## src/rtl/rv32i_defs.sv

```systemverilog
// Shared RV32I decode definitions: opcodes, ALU/writeback codes, NOP encoding
// and the decoded-control bundle passed from id_decoder to id_stage.
package rv32i_defs;

    localparam logic [6:0] OPC_LUI      = 7'b0110111;
    localparam logic [6:0] OPC_AUIPC    = 7'b0010111;
    localparam logic [6:0] OPC_JAL      = 7'b1101111;
    localparam logic [6:0] OPC_JALR     = 7'b1100111;
    localparam logic [6:0] OPC_BRANCH   = 7'b1100011;
    localparam logic [6:0] OPC_LOAD     = 7'b0000011;
    localparam logic [6:0] OPC_STORE    = 7'b0100011;
    localparam logic [6:0] OPC_OP_IMM   = 7'b0010011;
    localparam logic [6:0] OPC_OP       = 7'b0110011;
    localparam logic [6:0] OPC_MISC_MEM = 7'b0001111;
    localparam logic [6:0] OPC_SYSTEM   = 7'b1110011;

    localparam logic [31:0] NOP_INST = 32'h0000_0013;

    typedef enum logic [3:0] {
        ALU_ADD   = 4'd0,
        ALU_SUB   = 4'd1,
        ALU_SLL   = 4'd2,
        ALU_SLT   = 4'd3,
        ALU_SLTU  = 4'd4,
        ALU_XOR   = 4'd5,
        ALU_SRL   = 4'd6,
        ALU_SRA   = 4'd7,
        ALU_OR    = 4'd8,
        ALU_AND   = 4'd9,
        ALU_PASSB = 4'd10
    } alu_op_e;

    typedef enum logic [1:0] {
        WB_ALU = 2'd0,
        WB_MEM = 2'd1,
        WB_PC4 = 2'd2
    } wb_sel_e;

    typedef struct packed {
        logic [4:0]  rs1;
        logic [4:0]  rs2;
        logic [4:0]  rd;
        logic [31:0] imm;
        alu_op_e     alu_op;
        logic        alu_src_imm;
        logic        alu_src_pc;
        logic        mem_read;
        logic        mem_write;
        logic [2:0]  mem_funct3;
        logic        reg_write;
        wb_sel_e     wb_sel;
        logic        is_branch;
        logic        is_jal;
        logic        is_jalr;
        logic [2:0]  br_funct3;
        logic        illegal;
    } dec_t;

endpackage

```

## src/rtl/id_decoder.sv

```systemverilog
// Purely combinational RV32I decoder: instruction word in, control bundle and
// selected immediate out. Unknown encodings come out as an all-zero NOP with illegal set.
module id_decoder
    import rv32i_defs::*;
(
    input  logic [31:0] inst,
    output dec_t        dec
);

    logic [6:0]  opc;
    logic [2:0]  f3;
    logic [6:0]  f7;
    logic [31:0] imm_i, imm_s, imm_b, imm_u, imm_j;
    logic        ill;
    dec_t        d;

    assign opc   = inst[6:0];
    assign f3    = inst[14:12];
    assign f7    = inst[31:25];
    assign imm_i = {{20{inst[31]}}, inst[31:20]};
    assign imm_s = {{20{inst[31]}}, inst[31:25], inst[11:7]};
    assign imm_b = {{19{inst[31]}}, inst[31], inst[7], inst[30:25], inst[11:8], 1'b0};
    assign imm_u = {inst[31:12], 12'b0};
    assign imm_j = {{11{inst[31]}}, inst[31], inst[19:12], inst[20], inst[30:21], 1'b0};

    always_comb begin
        d   = '0;
        ill = 1'b0;
        case (opc)
            OPC_LUI: begin
                d.rd = inst[11:7]; d.imm = imm_u; d.alu_op = ALU_PASSB;
                d.alu_src_imm = 1'b1; d.reg_write = 1'b1;
            end
            OPC_AUIPC: begin
                d.rd = inst[11:7]; d.imm = imm_u; d.alu_src_imm = 1'b1;
                d.alu_src_pc = 1'b1; d.reg_write = 1'b1;
            end
            OPC_JAL: begin
                d.rd = inst[11:7]; d.imm = imm_j; d.reg_write = 1'b1;
                d.wb_sel = WB_PC4; d.is_jal = 1'b1;
            end
            OPC_JALR: begin
                if (f3 != 3'b000) ill = 1'b1;
                d.rs1 = inst[19:15]; d.rd = inst[11:7]; d.imm = imm_i;
                d.alu_src_imm = 1'b1; d.reg_write = 1'b1; d.wb_sel = WB_PC4; d.is_jalr = 1'b1;
            end
            OPC_BRANCH: begin
                if (f3 == 3'b010 || f3 == 3'b011) ill = 1'b1;
                d.rs1 = inst[19:15]; d.rs2 = inst[24:20]; d.imm = imm_b;
                d.alu_op = ALU_SUB; d.is_branch = 1'b1; d.br_funct3 = f3;
            end
            OPC_LOAD: begin
                if (f3 == 3'b011 || f3 == 3'b110 || f3 == 3'b111) ill = 1'b1;
                d.rs1 = inst[19:15]; d.rd = inst[11:7]; d.imm = imm_i; d.alu_src_imm = 1'b1;
                d.mem_read = 1'b1; d.reg_write = 1'b1; d.wb_sel = WB_MEM; d.mem_funct3 = f3;
            end
            OPC_STORE: begin
                if (f3[2] || f3 == 3'b011) ill = 1'b1;
                d.rs1 = inst[19:15]; d.rs2 = inst[24:20]; d.imm = imm_s;
                d.alu_src_imm = 1'b1; d.mem_write = 1'b1; d.mem_funct3 = f3;
            end
            OPC_OP_IMM: begin
                d.rs1 = inst[19:15]; d.rd = inst[11:7]; d.imm = imm_i;
                d.alu_src_imm = 1'b1; d.reg_write = 1'b1;
                case (f3)
                    3'b000: d.alu_op = ALU_ADD;
                    3'b001: begin
                        d.alu_op = ALU_SLL;
                        if (f7 != 7'b0000000) ill = 1'b1;
                    end
                    3'b010: d.alu_op = ALU_SLT;
                    3'b011: d.alu_op = ALU_SLTU;
                    3'b100: d.alu_op = ALU_XOR;
                    3'b101: begin
                        if (f7 == 7'b0000000)      d.alu_op = ALU_SRL;
                        else if (f7 == 7'b0100000) d.alu_op = ALU_SRA;
                        else                       ill = 1'b1;
                    end
                    3'b110: d.alu_op = ALU_OR;
                    default: d.alu_op = ALU_AND;
                endcase
            end
            OPC_OP: begin
                d.rs1 = inst[19:15]; d.rs2 = inst[24:20]; d.rd = inst[11:7]; d.reg_write = 1'b1;
                if (f7 == 7'b0000000) begin
                    case (f3)
                        3'b000: d.alu_op = ALU_ADD;
                        3'b001: d.alu_op = ALU_SLL;
                        3'b010: d.alu_op = ALU_SLT;
                        3'b011: d.alu_op = ALU_SLTU;
                        3'b100: d.alu_op = ALU_XOR;
                        3'b101: d.alu_op = ALU_SRL;
                        3'b110: d.alu_op = ALU_OR;
                        default: d.alu_op = ALU_AND;
                    endcase
                end else if (f7 == 7'b0100000 && f3 == 3'b000) begin
                    d.alu_op = ALU_SUB;
                end else if (f7 == 7'b0100000 && f3 == 3'b101) begin
                    d.alu_op = ALU_SRA;
                end else begin
                    ill = 1'b1;
                end
            end
            // FENCE, ECALL and EBREAK have no effect in this pipeline
            OPC_MISC_MEM, OPC_SYSTEM: ;
            default: ill = 1'b1;
        endcase

        if (ill) begin
            d = '0;
            d.illegal = 1'b1;
        end
        if (d.rd == 5'd0) d.reg_write = 1'b0;
    end

    assign dec = d;

endmodule

```

## src/rtl/id_stage.sv

```systemverilog
// RV32I decode stage: IF/ID register, in-ID branch/jump resolution and ID/EX register.
// Define RV32I_ILLEGAL_INST_EN to turn illegal encodings into bubbles and set o_illegal_seen.
module id_stage
    import rv32i_defs::*;
#(
    parameter logic [31:0] RESET_ADDR = 32'h0000_0000
) (
    input  logic        i_clk,
    input  logic        i_rst,
    input  logic [31:0] i_inst,
    input  logic [31:0] i_fetch_pc,
    input  logic [31:0] i_pc_plus_4,
    input  logic        i_stall_id,
    output logic        o_pc_redirect,
    output logic [31:0] o_pc_redirect_target,
    output logic [4:0]  o_rs1_raddr,
    output logic [4:0]  o_rs2_raddr,
    input  logic [31:0] i_rs1_rdata,
    input  logic [31:0] i_rs2_rdata,
    output logic        o_ex_valid,
    output logic [31:0] o_ex_pc,
    output logic [31:0] o_ex_pc_plus_4,
    output logic [31:0] o_ex_rs1_data,
    output logic [31:0] o_ex_rs2_data,
    output logic [31:0] o_ex_imm,
    output logic [4:0]  o_ex_rs1,
    output logic [4:0]  o_ex_rs2,
    output logic [4:0]  o_ex_rd,
    output logic [3:0]  o_ex_alu_op,
    output logic        o_ex_alu_src_imm,
    output logic        o_ex_alu_src_pc,
    output logic        o_ex_mem_read,
    output logic        o_ex_mem_write,
    output logic [2:0]  o_ex_mem_funct3,
    output logic        o_ex_reg_write,
    output logic [1:0]  o_ex_wb_sel,
    output logic        o_illegal_seen
);

`ifdef RV32I_ILLEGAL_INST_EN
    localparam bit ILLEGAL_EN = 1'b1;
`else
    localparam bit ILLEGAL_EN = 1'b0;
`endif

    logic        ifid_valid;
    logic [31:0] ifid_inst, ifid_pc, ifid_pc4;
    logic [31:0] dec_inst;
    dec_t        dec;
    logic        br_taken;
    logic        ex_kill;
    logic        illegal_seen_q;

    always_ff @(posedge i_clk) begin
        if (i_rst) begin
            ifid_valid <= 1'b0;
            ifid_inst  <= NOP_INST;
            ifid_pc    <= RESET_ADDR;
            ifid_pc4   <= RESET_ADDR + 32'd4;
        end else if (!i_stall_id) begin
            if (o_pc_redirect) begin
                ifid_valid <= 1'b0;
            end else begin
                ifid_valid <= 1'b1;
                ifid_inst  <= i_inst;
                ifid_pc    <= i_fetch_pc;
                ifid_pc4   <= i_pc_plus_4;
            end
        end
    end

    // An empty IF/ID slot decodes as NOP so it never redirects or names registers
    assign dec_inst = ifid_valid ? ifid_inst : NOP_INST;

    id_decoder u_dec (
        .inst (dec_inst),
        .dec  (dec)
    );

    assign o_rs1_raddr = dec.rs1;
    assign o_rs2_raddr = dec.rs2;

    always_comb begin
        br_taken = 1'b0;
        case (dec.br_funct3)
            3'b000:  br_taken = (i_rs1_rdata == i_rs2_rdata);
            3'b001:  br_taken = (i_rs1_rdata != i_rs2_rdata);
            3'b100:  br_taken = ($signed(i_rs1_rdata) <  $signed(i_rs2_rdata));
            3'b101:  br_taken = ($signed(i_rs1_rdata) >= $signed(i_rs2_rdata));
            3'b110:  br_taken = (i_rs1_rdata <  i_rs2_rdata);
            3'b111:  br_taken = (i_rs1_rdata >= i_rs2_rdata);
            default: br_taken = 1'b0;
        endcase
    end

    assign o_pc_redirect = ifid_valid & !i_stall_id &
                           ((dec.is_branch & br_taken) | dec.is_jal | dec.is_jalr);
    assign o_pc_redirect_target = dec.is_jalr ? ((i_rs1_rdata + dec.imm) & 32'hFFFF_FFFE)
                                              : (ifid_pc + dec.imm);

    assign ex_kill = ILLEGAL_EN & dec.illegal;

    always_ff @(posedge i_clk) begin
        if (i_rst) begin
            o_ex_valid       <= 1'b0;
            o_ex_pc          <= RESET_ADDR;
            o_ex_pc_plus_4   <= RESET_ADDR + 32'd4;
            o_ex_rs1_data    <= '0;
            o_ex_rs2_data    <= '0;
            o_ex_imm         <= '0;
            o_ex_rs1         <= '0;
            o_ex_rs2         <= '0;
            o_ex_rd          <= '0;
            o_ex_alu_op      <= '0;
            o_ex_alu_src_imm <= 1'b0;
            o_ex_alu_src_pc  <= 1'b0;
            o_ex_mem_read    <= 1'b0;
            o_ex_mem_write   <= 1'b0;
            o_ex_mem_funct3  <= '0;
            o_ex_reg_write   <= 1'b0;
            o_ex_wb_sel      <= '0;
        end else if (i_stall_id) begin
            o_ex_valid     <= 1'b0;
            o_ex_reg_write <= 1'b0;
            o_ex_mem_read  <= 1'b0;
            o_ex_mem_write <= 1'b0;
        end else begin
            o_ex_valid       <= ifid_valid & !ex_kill;
            o_ex_pc          <= ifid_pc;
            o_ex_pc_plus_4   <= ifid_pc4;
            o_ex_rs1_data    <= i_rs1_rdata;
            o_ex_rs2_data    <= i_rs2_rdata;
            o_ex_imm         <= dec.imm;
            o_ex_rs1         <= dec.rs1;
            o_ex_rs2         <= dec.rs2;
            o_ex_rd          <= dec.rd;
            o_ex_alu_op      <= dec.alu_op;
            o_ex_alu_src_imm <= dec.alu_src_imm;
            o_ex_alu_src_pc  <= dec.alu_src_pc;
            o_ex_mem_read    <= dec.mem_read;
            o_ex_mem_write   <= dec.mem_write;
            o_ex_mem_funct3  <= dec.mem_funct3;
            o_ex_reg_write   <= dec.reg_write;
            o_ex_wb_sel      <= dec.wb_sel;
        end
    end

    always_ff @(posedge i_clk) begin
        if (i_rst)
            illegal_seen_q <= 1'b0;
        else if (ILLEGAL_EN && ifid_valid && dec.illegal && !i_stall_id)
            illegal_seen_q <= 1'b1;
    end

    assign o_illegal_seen = illegal_seen_q;

endmodule

```

## config.mk

```make
export PLATFORM = sky130hd
export DESIGN_NAME = id_stage
export DESIGN_NICKNAME = d
export VERILOG_FILES = /design/src/rtl/rv32i_defs.sv /design/src/rtl/id_decoder.sv /design/src/rtl/id_stage.sv
export SDC_FILE = /design/constraint.sdc
export NUM_CORES = 1
export LEC_CHECK = 0
export ABC_AREA = 1
export BUFFER_PORTS_ARGS = -buffer_cell sky130_fd_sc_hd__buf_2
export CORE_UTILIZATION = 55
export CTS_BUF_LIST = sky130_fd_sc_hd__clkbuf_8
export DETAILED_ROUTE_END_ITERATION = 8
export PLACE_DENSITY_LB_ADDON = 0.25
export SYNTH_ARGS = -nofsm -noshare
export SYNTH_HDL_FRONTEND = slang
export SYNTH_SLANG_ARGS = --single-unit
export TNS_END_PERCENT = 1
```

## constraint.sdc

```tcl
create_clock -name i_clk -period 6.4 [get_ports i_clk]
set_input_delay 0.96 -clock i_clk [delete_from_list [all_inputs] [get_ports i_clk]]
set_output_delay 0.96 -clock i_clk [all_outputs]
set_load 0.02 [all_outputs]
```

==> results.py, run 1 <==
metrics = {
    "power": {
        "fin_total_pwr_mw": 4.463,
        "vdd_drop_max_mv": 0.1948,
        "power.density_nw_per_um2": 229.3,
        "power_leakage_nw": 10.84,
    },
    "logic_synthesis": {
        "netlist_top_cells_area": "dfxtp_1 (35%), nand2_1 (13%), inv_1 (8.6%)",
        "ys_ff_latch": 287,
        "synthesis.nets": 2664,
        "synth_edf_count": 0,
        "synth.distinct_cells": 57,
        "avgSynthCellArea_sq_um": 6.777,
        "ys_async_sr_fraction_pct": 0,
        "synth_top_area_share_pct": 35.24,
        "yosys.area_share.simple_pct": 26.91,
        "synth_top_family_by_area": "simple AND/OR/NAND/NOR gates",
        "synth_top_area_cell": "dfxtp_1",
        "synth_area_sq_um": 16310,
        "synth-seq-area-share_pct": 35.24,
        "synth.most_common_cell": "nand2_1",
        "netlist_instances": 2406,
        "synth_warnings": 0,
        "synth_commonest_cells": "nand2_1 (583), inv_1 (374), dfxtp_1 (287)",
        "synthFlopType": "dfxtp_1",
        "synth_compound_area_share_pct": 15.82,
        "synth_mux_area_share_pct": 0.06139,
        "synth_fa_ha_area_share_pct": 7.382,
        "synth-xor-area-share_pct": 1.558,
    },
    "worst_setup_path": {
        "worstPathMaxFanout": 24,
        "rr_worst_depth": 15,
        "path_class": "register to output port",
        "regToRegStartpoint": "ifid_valid",
        "r2r_end": "ifid_pc[23]",
        "worstPathArrival_ns": 5.04,
        "cpMaxStageDelayCell": "dfxtp_4",
        "cp_slowest_stage_delay_ns": 0.44,
        "required_ns": 5.44,
        "cp-start-kind": "register",
        "worstPathCellList": "buf_8 > nand2_1 > inv_2 > nor2_1 > nand3_1 > nand4_1 > nand3_4 > nor2_8 > inv_4 > a21oi_1 > nand2_2 > inv_1 > a21oi_1 > inv_1 > ha_2 > nand2_1 > nor4_4 > nand3_1 > nand3_1 > nand2_1 > o211ai_1 > xnor2_1 > o21ai_1 > buf_2",
        "endpoint_kind": "output port",
        "crit_start": "ifid_valid",
        "crit_end": "o_pc_redirect_target[26]",
        "rrSetupSlack_ns": 2.60,
    },
    "detailed_routing": {
        "wl_per_cell_microns": 17.59,
        "dr.pass1.iters": 6,
        "drcViolationCount": 0,
        "ant_nets": 0,
        "drt_iter0_drc": 1428,
        "via_per_inst": 5.431,
        "vias": 17244,
        "routed_wl_mm": 55.86,
    },
    "clocking": {
        "htreeDepth": 2,
        "cts_inserted_buffers": 47,
        "clock_latency_ns": 0.59,
        "cts_tree": "done",
        "post_cts_buffers": 0,
        "clock_path_buffers": 3,
        "clkSinkCount": 287,
        "cts-root-buf": "clkbuf_8",
        "clk_pin_slew_ns": 0.07,
    },
    "outcome": {
        "outcome": "completed",
    },
    "final_layout": {
        "drive_gt1_share_pct": 20.90,
        "syn_to_final_growth_pct": 19.40,
        "final_nets": 3013,
        "fin_util_pct": 67.28,
    },
    "timing": {
        "hold_violations": 0,
        "finalCritPeriodShare_pct": 93.77,
        "max_freq_mhz": 166.6,
        "min_period_ns": 6.001,
        "max_slew_margin_pct": 17.58,
        "hold_slack_ns": 0.4537,
        "worst_pin_slew_ns": 1.233,
        "fin_worst_skew_ns": 0.04631,
        "setup_viol": 0,
        "maxSlewViolCount": 0,
    },
    "grt": {
        "grt_max_degree": 101,
        "grt_pass1_wl_mm": 86.41,
        "antenna_found_initial": 1,
        "grt_pass1_vias": 16217,
        "grt_use_total_pct": 35.87,
        "overflow": 0,
    },
    "place": {
        "io_buffers": 395,
        "place.gp.congestion": 1.004,
        "dp_hpwl_mm": 42.62,
    },
    "floorplanning": {
        "dieArea_sq_um": 30340,
        "die_y_microns": 174.2,
        "ios": 397,
        "initial_core_util_pct": 56.35,
        "core_sq_um": 28940,
        "fp.dieW_microns": 174.2,
        "fp-row-count": 62,
    },
    "hold_path": {
        "hp-class": "register to register",
    },
    "flow_run": {
        "maxCapViolations": 0,
    },
}
-- area by class of cell --
class | count | area [sq um]
fill | 2621 | 9467
multi-input combinational | 1588 | 8517
sequential | 287 | 5749
timing repair buffer | 414 | 2140
inverter | 417 | 1572
clock buffer | 59 | 812.0
tap | 384 | 480.5
clock inverter | 25 | 196.4
antenna | 1 | 2.502
-- flip-flops by register name (all words and copies together), names as in the netlist, 3 cells and up --
register         count
o_ex_pc             32
o_ex_mem_funct3      3
ifid_pc4            32
o_ex_rs2_data       32
o_ex_rs1_data       32
o_ex_rs2             5
o_ex_pc_plus_4      32
ifid_pc             32
o_ex_imm            32
o_ex_rs1             5
ifid_inst           32
o_ex_rd              5
o_ex_alu_op          4
-- what timing repair did --
action / CTS / global route
setup endpoints to repair: 3 / 17
pin swaps: 0 / 1
hold buffers: 0 / 0
gates cloned: 0 / 1
gates resized for setup: 2 / 13
-- worst max-delay path: cells and delay by family (launching register included) --
family,cells,cell delay [ns]
simple gates,12,1.74
buf+inv,6,0.90
compound gates,4,0.82
flops,1,0.44
fa+ha+maj,1,0.41
xor+xnor,1,0.12
-- cell families (layout without fill, tap and decap cells) --
family,Yosys count,after routing
flops,287,287
simple gates,1016,1017
fa+ha+maj,95,95
buf+inv,532,915
xor+xnor,29,29
compound gates,445,445
mux,1,1
other cells,1,2
-- through the flow --
stage | cells | area [sq um] | worst slack [ns] | setup TNS (ns)
6_report | 3175 | 19470 | 0.3990 | 0
5_1_grt | 3175 | 19470 | -0.003963 | -0.003963
4_1_cts | 3173 | 19410 | 0.08994 | 0
3_5_place_dp | 3089 | 18400 | 0.4373 | 0
3_3_place_gp | 3089 | 18400 | 0.6354 | 0
2_1_floorplan | 2406 | 16310 | 1.585 | 0
-- worst min-delay path by stage --
stage	from	to	slack [ns]	cells past startpoint
2_1_floorplan	ifid_pc4[2]	ifid_pc4[2]	0.43	2
3_3_place_gp	o_ex_pc[11]	o_ex_pc[11]	0.43	2
3_5_place_dp	o_ex_rd[1]	o_ex_rd[1]	0.44	2
4_1_cts	o_ex_rd[1]	o_ex_rd[1]	0.46	2
5_1_grt	o_ex_pc_plus_4[17]	o_ex_pc_plus_4[17]	0.47	2
6_report	o_ex_rs2_data[9]	o_ex_rs2_data[9]	0.45	2
-- routing by layer --
metal	vias to the layer above	GRT usage (%)	part of all wire [%]
met5	-	0	0
met4	0	16.81	4.9
met3	144	8.027	8.0
met2	766	60.23	47
met1	7902	43.43	41
li1	8432	-	-
-- power by group --
part,internal (mW),switching [mW],total (mW)
clock,0.924,0.777,1.70
combinational,0.270,0.560,0.830
sequential,1.88,0.0550,1.93
total,3.07,1.39,4.46
-- layout by cell type, fill, tap and decap left out, types with 3 or more instances in the layout --
cell type    n
nand2_1    581
o21ai_0    206
a21oi_2      3
nand3_2      3
a31oi_1      9
buf_2      395
nor2_1     200
nor4_1       7
clkbuf_8    59
xnor2_1      9
a22o_1      61
nand3b_1     3
or2_2        7
o21a_1       9
clkinv_2     9
buf_4       17
xor2_1      20
ha_1        92
nand3_1     49
a21o_1       6
a21oi_1    114
nand4_1    107
inv_2       40
o22ai_1      9
inv_1      383
nor3_1      22
nand2_4      4
o21ai_1      7
nand2_2     12
nor2_4       4
o211ai_1     6
nor2_2       7
dfxtp_1    286
Note: power is estimated with default switching activity, not from simulation.
==> run 2, diff against run 1 <==
--- a/config.mk
+++ b/config.mk
@@ -13,5 +13,5 @@
 export PLACE_DENSITY_LB_ADDON = 0.25
 export SYNTH_ARGS = -nofsm -noshare
 export SYNTH_HDL_FRONTEND = slang
+export SYNTH_HIERARCHICAL = 1
 export SYNTH_SLANG_ARGS = --single-unit
-export TNS_END_PERCENT = 1
==> run 2 against run 1 <==
- cell count grew 4.3%
- core utilization down 0.79 points
- synthesized cell count is 6.2% higher
- register-to-register slack worse by 1.5 ns
- maximum frequency down 1.5%
- die area up 1.6%
- area after synthesis rose by 1.6%
- critical path depth unchanged
- clock skew down 0.024 ns
- sequential power increased by 2%
- clock power about the same
==> results.py, run 2 <==
metrics = {
    "outcome": {
        "outcome": "completed",
    },
    "final_layout": {
        "multiInputGateArea_sq_um": 9211,
        "syn_to_final_growth_pct": 18.93,
        "fin_util_pct": 66.49,
        "drive_gt1_share_pct": 18.61,
        "mostFrequentLayoutCell": "nor2_1",
        "diodes": 0,
        "layoutNonFillerInstCount": 3313,
        "seqCellArea_sq_um": 5746,
        "final_cell_mix": "nor2_1 (558), buf_2 (394), nand2_1 (349)",
        "final_nets": 3144,
        "fillerInstances": 2739,
    },
    "clocking": {
        "cts-root-buf": "clkbuf_8",
        "clk_pin_slew_ns": 0.06,
        "cts_inserted_buffers": 47,
        "clock_path_buffers": 3,
        "clock_latency_ns": 0.59,
        "holdBufCountCts": 0,
        "htreeDepth": 2,
        "clkSinkCount": 287,
        "cts_tree": "done",
    },
    "timing": {
        "tns_ns": 0,
        "max_freq_mhz": 164.1,
        "setup_viol": 0,
        "rsz0062_at_grt": "no",
        "finalCritPeriodShare_pct": 95.23,
        "hold_violations": 0,
        "min_period_ns": 6.095,
        "fin_worst_skew_ns": 0.02236,
        "maxSlewViolCount": 0,
        "max_slew_margin_pct": 23.16,
        "worst_pin_slew_ns": 1.153,
    },
    "logic_synthesis": {
        "netlist_instances": 2556,
        "synth_area_sq_um": 16570,
        "synthesis.nets": 2814,
        "avgSynthCellArea_sq_um": 6.483,
        "synth_warnings": 6,
    },
    "floorplanning": {
        "ios": 397,
        "initial_core_util_pct": 55.91,
        "dieArea_sq_um": 30830,
        "fp.dieW_microns": 175.6,
        "core_sq_um": 29640,
        "die_y_microns": 175.6,
        "fp-row-count": 63,
    },
    "worst_setup_path": {
        "path_class": "register to output port",
        "cp-start-kind": "register",
        "worstPathMaxFanout": 11,
        "endpoint_kind": "output port",
        "required_ns": 5.44,
        "worstPathArrival_ns": 5.13,
    },
    "hold_path": {
        "hp-class": "register to register",
    },
    "detailed_routing": {
        "ant_nets": 0,
        "vias": 18225,
        "wl_per_cell_microns": 17.11,
        "routed_wl_mm": 56.67,
        "drcViolationCount": 0,
        "via_per_inst": 5.501,
        "dr.pass1.iters": 7,
        "drt_iter0_drc": 1417,
    },
    "place": {
        "io_buffers": 395,
        "placed_cells": 3226,
        "dp_hpwl_mm": 42.51,
        "place.gp.congestion": 1.029,
    },
    "power": {
        "power_leakage_nw": 10.65,
        "power.density_nw_per_um2": 235.3,
        "vdd_drop_max_mv": 0.2608,
        "fin_total_pwr_mw": 4.637,
    },
    "flow_run": {
        "maxCapViolations": 0,
    },
    "grt": {
        "overflow": 0,
        "grt_use_total_pct": 35.25,
        "antenna_found_initial": 0,
        "grt_pass1_wl_mm": 86.32,
        "grt_pass1_vias": 16250,
        "grt_max_degree": 194,
    },
}
==> run 2: cell types whose count changed in the layout (fill, tap and decap cells not counted), sizes merged, moves of 69 or more <==
cell,change
a21oi,+160
nor2,+368
nand3,+84
nand4,-97
inv,-119
nand2,-243
o21ai,+69
==> run 2: power breakdown <==
group / leakage, nW / internal [mW] / switching, mW / total [mW]
clock network: 0.569 / 0.941 / 0.764 / 1.70
registers: 2.38 / 1.91 / 0.0691 / 1.97
logic: 7.70 / 0.306 / 0.651 / 0.958
==> run 2: through the flow <==
step | instance area [sq um] | setup WS [ns] | hold WS (ns)
final | 19710 | 0.3051 | 0.4631
after global routing | 19710 | 0.002092 | 0.4952
after CTS | 19600 | 0.05752 | 0.4643
after detailed placement | 18570 | 0.4669 | 0.4451
after global placement | 18570 | 0.4097 | 0.4380
after floorplan | 16570 | 1.449 | 0.4214
==> run 2: routing by layer <==
metal  vias up  part of all wire, %  global-route usage, %  wire length, microns
met5         -                    0                      0                     0
met4         0                  4.0                  14.31                  2269
met3       147                  7.6                  5.390                  4296
met2       811                   47                  58.94                 26420
met1      8326                   42                  45.24                 23690
li1       8941                    -                      -                     -
==> run 2: final cells by class <==
type / instances / area share, %
tap: 390 / 2.476
multi-input combinational: 1844 / 46.74
clock buffer: 61 / 4.260
sequential: 287 / 29.15
clock inverter: 25 / 0.9142
timing repair buffer: 412 / 10.75
inverter: 294 / 5.701
==> run 2: worst paths after layout <==
kind | startpoint | endpoint | slack (ns) | cells past startpoint
min | ifid_inst[1] | ifid_inst[1] | 0.46 | 2
max | ifid_valid | o_pc_redirect_target[25] | 0.31 | 24
min reg2reg | ifid_inst[1] | ifid_inst[1] | 0.46 | 2
max reg2reg | ifid_valid | ifid_pc[12] | 1.12 | 30
==> run 2: timing repair <==
action | 4_1_cts | 5_1_grt
gates resized for setup | 4 | 29
pin swaps | 0 | 1
buffers inserted | 0 | 1
endpoints found under the setup margin | 3 | 18
==> run 2: worst max-delay path: stages (launching register included) <==
cell and delay, ns:
dfxtp_1 0.32, buf_4 0.17, nand2_1 0.07, inv_1 0.07, inv_1 0.08, nand2_1 0.06
nor2_2 0.26, nand2_1 0.16, nand2_1 0.17, nor2_2 0.08, a21oi_2 0.36, a21oi_1 0.13
nor2_1 0.45, ha_1 0.38, a21oi_1 0.21, inv_1 0.08, a21oi_1 0.18, o21ai_0 0.16
a21oi_1 0.14, nand2_1 0.10, a21oi_1 0.25, o21ai_0 0.14, a21oi_2 0.25, a21oi_1 0.08
buf_2 0.18
